File: config.mk
export PLATFORM = sky130hd
export DESIGN_NAME = video_dram_arb
export DESIGN_NICKNAME = d
export VERILOG_FILES = /design/src/rtl/video_dram_arb.sv
export SDC_FILE = /design/constraint.sdc
export NUM_CORES = 1
export LEC_CHECK = 0
export CORE_UTILIZATION = 40
export DETAILED_ROUTE_END_ITERATION = 10
export PLACE_DENSITY = 0.92
export SLEW_MARGIN = 20
export SYNTH_ARGS = -nofsm -noshare
export SYNTH_HDL_FRONTEND = slang
export SYNTH_SLANG_ARGS = --single-unit
File: constraint.sdc
create_clock -name clk -period 8.2 [get_ports clk]
set_clock_uncertainty 0.2 [all_clocks]
set_input_delay 2.46 -clock clk [delete_from_list [all_inputs] [get_ports clk]]
set_output_delay 2.46 -clock clk [all_outputs]
set_load 0.01 [all_outputs]
File: src/rtl/video_dram_arb.sv
// DRAM cycle arbiter for the video subsystem (video fetch, tile map, TS render) and the Z80 CPU.
// Each 4-phase DRAM cycle is awarded on c3 and runs over the following c0..c3.
module video_dram_arb #(
  parameter int CPU_STARVE = 4
) (
  input  logic        clk,
  input  logic        res,
  input  logic        c0,
  input  logic        c1,
  input  logic        c2,
  input  logic        c3,
  input  logic [20:0] video_addr,
  input  logic [4:0]  video_bw,
  input  logic        video_go,
  input  logic [20:0] ts_addr,
  input  logic        ts_req,
  input  logic        ts_z80_lp,
  input  logic [20:0] tm_addr,
  input  logic        tm_req,
  input  logic [20:0] cpu_addr,
  input  logic [15:0] cpu_wdata,
  input  logic        cpu_rnw,
  input  logic        cpu_req,
  output logic        video_pre_next,
  output logic        ts_pre_next,
  output logic        video_next,
  output logic        ts_next,
  output logic        tm_next,
  output logic        cpu_next,
  output logic        next_video,
  output logic        video_strobe,
  output logic        cpu_strobe,
  output logic [20:0] dram_addr,
  output logic [15:0] dram_wdata,
  output logic        dram_req,
  output logic        dram_rnw
);

  localparam int SW = (CPU_STARVE < 1) ? 1 : $clog2(CPU_STARVE + 1);
  localparam logic [SW-1:0] STARVE_MAX = SW'(CPU_STARVE);

  typedef enum logic [2:0] {
    OWN_IDLE = 3'd0,
    OWN_VID  = 3'd1,
    OWN_TM   = 3'd2,
    OWN_TS   = 3'd3,
    OWN_CPU  = 3'd4
  } owner_t;

  // A phase word that is not exactly one-hot is treated as a fault: nothing advances.
  function automatic logic onehot4(input logic [3:0] v);
    return (v == 4'b0001) || (v == 4'b0010) || (v == 4'b0100) || (v == 4'b1000);
  endfunction

  owner_t      owner_r;
  owner_t      winner_s;
  logic [4:0]  slot_r;
  logic [4:0]  slot_nxt_s;
  logic [4:0]  win_last_s;
  logic [4:0]  vid_slots_s;
  logic [SW-1:0] starve_r;
  logic [SW-1:0] starve_nxt_s;
  logic        phase_ok_s;
  logic        dec_s;
  logic        str_s;
  logic        video_slot_s;
  logic        starved_s;
  logic        cpu_wr_s;
  logic [20:0] grant_addr_s;

  logic        video_next_r;
  logic        ts_next_r;
  logic        tm_next_r;
  logic        cpu_next_r;
  logic        next_video_r;
  logic        video_strobe_r;
  logic        cpu_strobe_r;
  logic [20:0] dram_addr_r;
  logic [15:0] dram_wdata_r;
  logic        dram_req_r;
  logic        dram_rnw_r;

  // Window position, winner selection and starvation bookkeeping for the pending decision.
  always_comb begin
    phase_ok_s = onehot4({c3, c2, c1, c0});
    dec_s      = c3 && phase_ok_s;
    str_s      = c2 && phase_ok_s;

    case (video_bw[4:3])
      2'b00:   win_last_s = 5'd7;
      2'b01:   win_last_s = 5'd15;
      default: win_last_s = 5'd31;
    endcase

    vid_slots_s  = {2'b00, video_bw[2:0]} + 5'd1;
    video_slot_s = video_go && (slot_r < vid_slots_s);
    starved_s    = cpu_req && (starve_r >= STARVE_MAX);

    winner_s = OWN_IDLE;
    if (video_slot_s) begin
      winner_s = OWN_VID;
    end else if (starved_s) begin
      winner_s = OWN_CPU;
    end else if (!ts_z80_lp) begin
      if (cpu_req)     winner_s = OWN_CPU;
      else if (tm_req) winner_s = OWN_TM;
      else if (ts_req) winner_s = OWN_TS;
      else             winner_s = OWN_IDLE;
    end else begin
      if (tm_req)       winner_s = OWN_TM;
      else if (ts_req)  winner_s = OWN_TS;
      else if (cpu_req) winner_s = OWN_CPU;
      else              winner_s = OWN_IDLE;
    end

    // ">=" also recovers cleanly when the window is shortened mid-window.
    if (!video_go || (slot_r >= win_last_s)) begin
      slot_nxt_s = 5'd0;
    end else begin
      slot_nxt_s = slot_r + 5'd1;
    end

    if (!cpu_req || (winner_s == OWN_CPU)) begin
      starve_nxt_s = {SW{1'b0}};
    end else if (!video_slot_s && (starve_r < STARVE_MAX)) begin
      starve_nxt_s = starve_r + SW'(1'b1);
    end else begin
      starve_nxt_s = starve_r;
    end

    case (winner_s)
      OWN_VID: grant_addr_s = video_addr;
      OWN_TM:  grant_addr_s = tm_addr;
      OWN_TS:  grant_addr_s = ts_addr;
      OWN_CPU: grant_addr_s = cpu_addr;
      default: grant_addr_s = 21'd0;
    endcase

    cpu_wr_s = (winner_s == OWN_CPU) && !cpu_rnw;
  end

  // Owner, counters and DRAM-side registers; decisions land on c3, read strobes on c3 via c2.
  always_ff @(posedge clk) begin
    if (res) begin
      owner_r        <= OWN_IDLE;
      slot_r         <= 5'd0;
      starve_r       <= {SW{1'b0}};
      video_next_r   <= 1'b0;
      ts_next_r      <= 1'b0;
      tm_next_r      <= 1'b0;
      cpu_next_r     <= 1'b0;
      next_video_r   <= 1'b0;
      video_strobe_r <= 1'b0;
      cpu_strobe_r   <= 1'b0;
      dram_addr_r    <= 21'd0;
      dram_wdata_r   <= 16'd0;
      dram_req_r     <= 1'b0;
      dram_rnw_r     <= 1'b1;
    end else begin
      video_next_r   <= dec_s && (winner_s == OWN_VID);
      tm_next_r      <= dec_s && (winner_s == OWN_TM);
      ts_next_r      <= dec_s && (winner_s == OWN_TS);
      cpu_next_r     <= dec_s && (winner_s == OWN_CPU);
      video_strobe_r <= str_s && (owner_r == OWN_VID);
      cpu_strobe_r   <= str_s && (owner_r == OWN_CPU) && dram_rnw_r;
      if (dec_s) begin
        owner_r      <= winner_s;
        slot_r       <= slot_nxt_s;
        starve_r     <= starve_nxt_s;
        next_video_r <= (winner_s == OWN_VID);
        dram_req_r   <= (winner_s != OWN_IDLE);
        dram_rnw_r   <= !cpu_wr_s;
        if (winner_s != OWN_IDLE) begin
          dram_addr_r <= grant_addr_s;
        end
        if (cpu_wr_s) begin
          dram_wdata_r <= cpu_wdata;
        end
      end
    end
  end

  assign video_pre_next = !res && dec_s && (winner_s == OWN_VID);
  assign ts_pre_next    = !res && dec_s && (winner_s == OWN_TS);

  assign video_next   = video_next_r;
  assign ts_next      = ts_next_r;
  assign tm_next      = tm_next_r;
  assign cpu_next     = cpu_next_r;
  assign next_video   = next_video_r;
  assign video_strobe = video_strobe_r;
  assign cpu_strobe   = cpu_strobe_r;
  assign dram_addr    = dram_addr_r;
  assign dram_wdata   = dram_wdata_r;
  assign dram_req     = dram_req_r;
  assign dram_rnw     = dram_rnw_r;

endmodule

After elaboration in Yosys (flattened, before gate mapping):

Cells that the tools add are included.

* bits in read-only memories: 0
* logic and storage cells: 79
* memories: 0
* RAM bits: 0
* bits in latches: 0
* bits in registers: 57
* bits of input ports: 117

* magnitude comparators: 4
* div/mod/pow operators: 0
* muxes and demuxes: 14
* reductions and logical operators: 33
* $add $sub $neg: 3
* bitwise logic cells: 0
* multiply operators: 0
* shifts and indexed selects: 0
* eq/ne operators: 11

Operators by type and width (number)
* 21-bit one-hot mux with 4 select lines: 1
* 3-bit two-way mux: 9
* 1-bit logical AND: 16
* 5-bit one-hot mux with 2 select lines: 1
* 3-bit by 1-bit equality test with 1-bit output, second input constant: 2
* 3-bit by 2-bit equality test with 1-bit output, second input constant: 2
* 3-bit equality test, second input constant: 2
* 1-bit logical NOT: 6
* 2-bit AND reduction: 3
* 5-bit by 1-bit adder with 5-bit output, second input constant: 1
* 5-bit greater-or-equal comparator: 1
* 1-bit logical OR: 5
* 5-bit by 4-bit less-than comparator with 1-bit output: 1
* 5-bit two-way mux: 1
* 3-bit by 1-bit adder with 4-bit output, second input constant: 1
* 4-bit by 1-bit equality test with 1-bit output, second input constant: 1
* 4-bit by 2-bit equality test with 1-bit output, second input constant: 1
* 4-bit by 3-bit equality test with 1-bit output, second input constant: 1
* 4-bit equality test, second input constant: 1
* 2-bit two-way mux: 2
* 3-bit by 1-bit adder with 3-bit output, second input constant: 1
* 3-bit greater-or-equal comparator, second input constant: 1
* 3-bit less-than comparator, second input constant: 1
* 3-bit nonzero test: 1
* other kinds (3): 3

Logic depth before layout (Yosys ltp):

Gate-level depths: netlist (run 1).

* depth after elaboration: 10
* gate-level depth with buffers: 10
* gate-level depth less buffers: 8

Least setup slack after synthesis (run 1):

No wires, ideal clock.

* path kind: input to output
* start point: input port video_bw[0]
* end point: output port video_pre_next
* required time: 5.540 ns
* stages on the path: 9
* buffers on the path: 2
* arrival: 4.216 ns
* setup slack: 1.324 ns
* cell sequence: ha_1 > xnor2_1 > ha_1 > o21ai_0 > a21oi_2 > or2_1 > buf_6 > buf_4 > nor3_1

* cells in the longest elaborated chain, start to end: 6

RTL lines
* from (decl): RTL line 13 `input logic [4:0] video_bw,`
* 3-bit by 1-bit adder with 4-bit output: RTL line 95 `vid_slots_s = {2'b00, video_bw[2:0]} + 5'd1;`
* 5-bit by 4-bit less-than comparator with 1-bit output: RTL line 96 `video_slot_s = video_go && (slot_r < vid_slots_s);`
* 1-bit logical AND: RTL line 96
* 3-bit two-way mux: RTL line 100 `if (video_slot_s) begin`
* 3-bit by 1-bit equality test with 1-bit output: RTL line 183 `assign video_pre_next = !res && dec_s && (winner_s == OWN_VID);`
* 1-bit logical AND: RTL line 183
* to (decl): RTL line 24 `output logic video_pre_next,`

No other way between the ends.

Worst setup path after layout (run 1):

Same ends and word-level chain as after synthesis.

==> run metrics, run 1 <==
routed vias/inst 5.34; initial antenna violation count 0; via count 3156; pre-CTS WS 0.587 ns; Max Clock Freq 0.131 GHz; Critical Path End Type primary output; peak supply drop 0.0000851 V; CTS tree done; antenna viol nets, final 0; Power Internal 0.500 mW; biggest area consumer among synthesized cells dfxtp_1; Die X-Extent 86.9 µm; hold buffer count at cts 0; worst setup path class input port to primary output; Reg clk slew, reported paths 0.07 ns; Mapped Area 2890 µm²; # setup viols final 0; die area 7560 µm²; R2R Setup Slk 5.08 ns; DR DRC count 0; final std cells w/o fill 591; Final Hold Violating Endpoints 0; die height 86.9 µm; status completed; Area Overhead vs Synth 63.9%; synth warn 0; Synth area leaders dfxtp_1 (40%), a21oi_1 (11%), mux2i_1 (7.3%); routed length per placed instance 15.3 µm; PwrDens 142 nW/µm²; Total Power 0.669 mW; row count 30; share of the synthesized area in the top cell type 0.395; Core ar. 6870 µm²; hold path endpoint video_strobe$_SDFF_PP0_; first-pass GRT wire length 14.5 mm; CP Max Fanout 7; FF+latch count, synth 57; Placer Congestion 0.787; Reg power frac 0.425; final max-slew violation count 0; syn nets 464; worst hold start owner_r[2]$_SDFFE_PP0P_; critical path startpoint video_bw[0]; switching power share of the total 0.254; Starting DRT DRC Count 153; Yosys cell types 40; TritonRoute pass-1 iters 4; share of layout cells above drive strength 1 0.0525; Clock power frac 0.385; Final nets 615; Detailed Place HPWL 6.63 mm; post-cts resize count 0; Fillers 537; sequential share of the synthesized area 0.395; largest net degree at the start of global routing 54; total congestion overflow 0; max cap viols 0; unrepaired setup endpoints after global routing false; Boundary Pins 165; final wirelength 9.05 mm; CTS max path bufs 2; # port buffers 164; post-layout util 0.689; minimum clock period 7.65 ns; Num CTS Buffers 9; RR Endpoint dram_addr[19]$_SDFFE_PP0P_; Crit path required time 5.54 ns; diode count 0; Final period util 0.933; vias in the first global route 3179; combinational share of power 0.190; Hold Crit Class flip-flop to flip-flop; Slew @ Worst Pin 0.993 ns; Sw Pwr 0.170 mW; critical path data arrival time 4.99 ns; Rel. slew slack 0.334; Initial Util 0.420; placed cells 575; GRT Total Usage 0.249; Pleak 1.77 nW; Post-CTS Setup Bufs 0; R2R cell count 6; fin worst setup slack 0.548 ns; clock sink total 57; worst skew pair latency 0.34 ns; Avg Cell Area, Syn 8.51 µm²; post-synthesis cell count 339; RR Startpoint slot_r[2]$_SDFFE_PP0P_; hold depth 1; setup TNS 0 ns; CP Launch Type input port; CTS H-Tree Depth 3; clk root buf clkbuf_8
[stage by stage]
step | hold slack (ns) | area, µm²
2_1_floorplan | 0.212 | 2890
3_3_place_gp | 0.226 | 4530
3_5_place_dp | 0.242 | 4530
4_1_cts | 0.246 | 4730
5_1_grt | 0.278 | 4730
6_report | 0.248 | 4730
[layer usage]
layer | up-vias | GRT usage | part of all wire
met5 | - | 0 | 0
met4 | 0 | 0.105 | 0.025
met3 | 21 | 0.0701 | 0.083
met2 | 146 | 0.447 | 0.52
met1 | 1454 | 0.273 | 0.38
li1 | 1535 | - | -
[state kept, by name, indices dropped and copies added, names as in the netlist]
register,cells
owner_r,3
dram_wdata,16
slot_r,5
tm_next,1
cpu_next,1
video_strobe,1
starve_r,3
video_next,1
dram_addr,21
ts_next,1
dram_req,1
cpu_strobe,1
next_video,1
dram_rnw,1
[area by class of cell]
type	instances	area, µm²	share of cell area
Clock buffer	9	124	0.0262
Clock inverter	7	71.3	0.0151
Inverter	4	15.0	0.00317
Multi-Input combinational cell	250	1590	0.337
Sequential cell	57	1140	0.241
Tap cell	96	120	0.0254
Timing Repair Buffer	168	1670	0.352
[Yosys cell counts (all sizes together)]
cell     count
a21oi       65
dfxtp       57
nand2       46
mux2i       21
a211oi      20
a22o        20
nor2        18
clkbuf      15
buf         13
ha           8
nor3         8
o21ai        5
inv          4
xor2         4
nand2b       3
nor3b        3
nor4b        3
o21bai       3
a211o        2
a31oi        2
nand3        2
nand4        2
o21a         2
xnor2        2
a21boi       1
a22oi        1
a311o        1
and2         1
o2111a       1
o2111ai      1
o31a         1
or2          1
or3          1
or3b         1
or4b         1
[worst max-delay path: stages]
cell and delay [ns]:
clkdlybuf4s50_1 0.46, ha_1 0.24, xnor2_1 0.15, ha_1 0.24
o21ai_0 0.25, a21oi_2 0.13, or2_1 0.27, nor3_1 0.17
clkdlybuf4s50_1 0.61
[cell usage in the layout, fill, tap and decap left out, drive strengths merged, types with 2 or more instances in the layout]
cell and n:
nor3 8, clkinvlp 3, clkdlybuf4s50 163, nand3 2, ha 8, clkbuf 9
nor2 18, o21ai 5, a211o 2, mux2i 21, xnor2 2, o21bai 3
a211oi 20, inv 4, a22o 20, nor3b 3, nand2 46, nand2b 3
a31oi 2, a21oi 65, buf 5, dfxtp 57, nand4 2, clkinv 3
nor4b 3, o21a 2, xor2 4
[worst max path at each step]
| stage | endpoint | slack [ns] | cells past startpoint |
|---|---|---|---|
| detailed placement | video_pre_next | 0.59 | 9 |
| floorplan | video_pre_next | 1.32 | 9 |
| global route | video_pre_next | 0.38 | 9 |
| global placement | video_pre_next | 0.59 | 9 |
| CTS | video_pre_next | 0.56 | 9 |
| finish | video_pre_next | 0.55 | 9 |
[logic make-up after synthesis]
group,after synthesis,synth area share
AOI/OAI and AO/OA,125,0.281
and+or+nand+nor,90,0.144
DFF,57,0.395
buffers and inverters,32,0.0542
muxes,21,0.0729
adders and majority gates,8,0.0347
xor gates and xnor gates,6,0.0182
[power groups by stage]
stage                     clock (mW)  combinational [mW]  sequential [mW]
final                          0.258               0.127            0.285
after global routing           0.275               0.138            0.285
after CTS                      0.261               0.128            0.285
after detailed placement           0               0.127            0.291
after global placement             0               0.125            0.290
after floorplan                    0              0.0511            0.292
Note: power is estimated with default switching activity, not from simulation.
==> run 2, diff against run 1 <==
--- a/config.mk
+++ b/config.mk
@@ -7,6 +7,7 @@
 export LEC_CHECK = 0
 export CORE_UTILIZATION = 40
 export DETAILED_ROUTE_END_ITERATION = 10
+export HOLD_SLACK_MARGIN = 0.1
 export PLACE_DENSITY = 0.92
 export SLEW_MARGIN = 20
 export SYNTH_ARGS = -nofsm -noshare
==> results of run 2 <==
The final DEF is identical to that of run 1; final timing and power are the same.
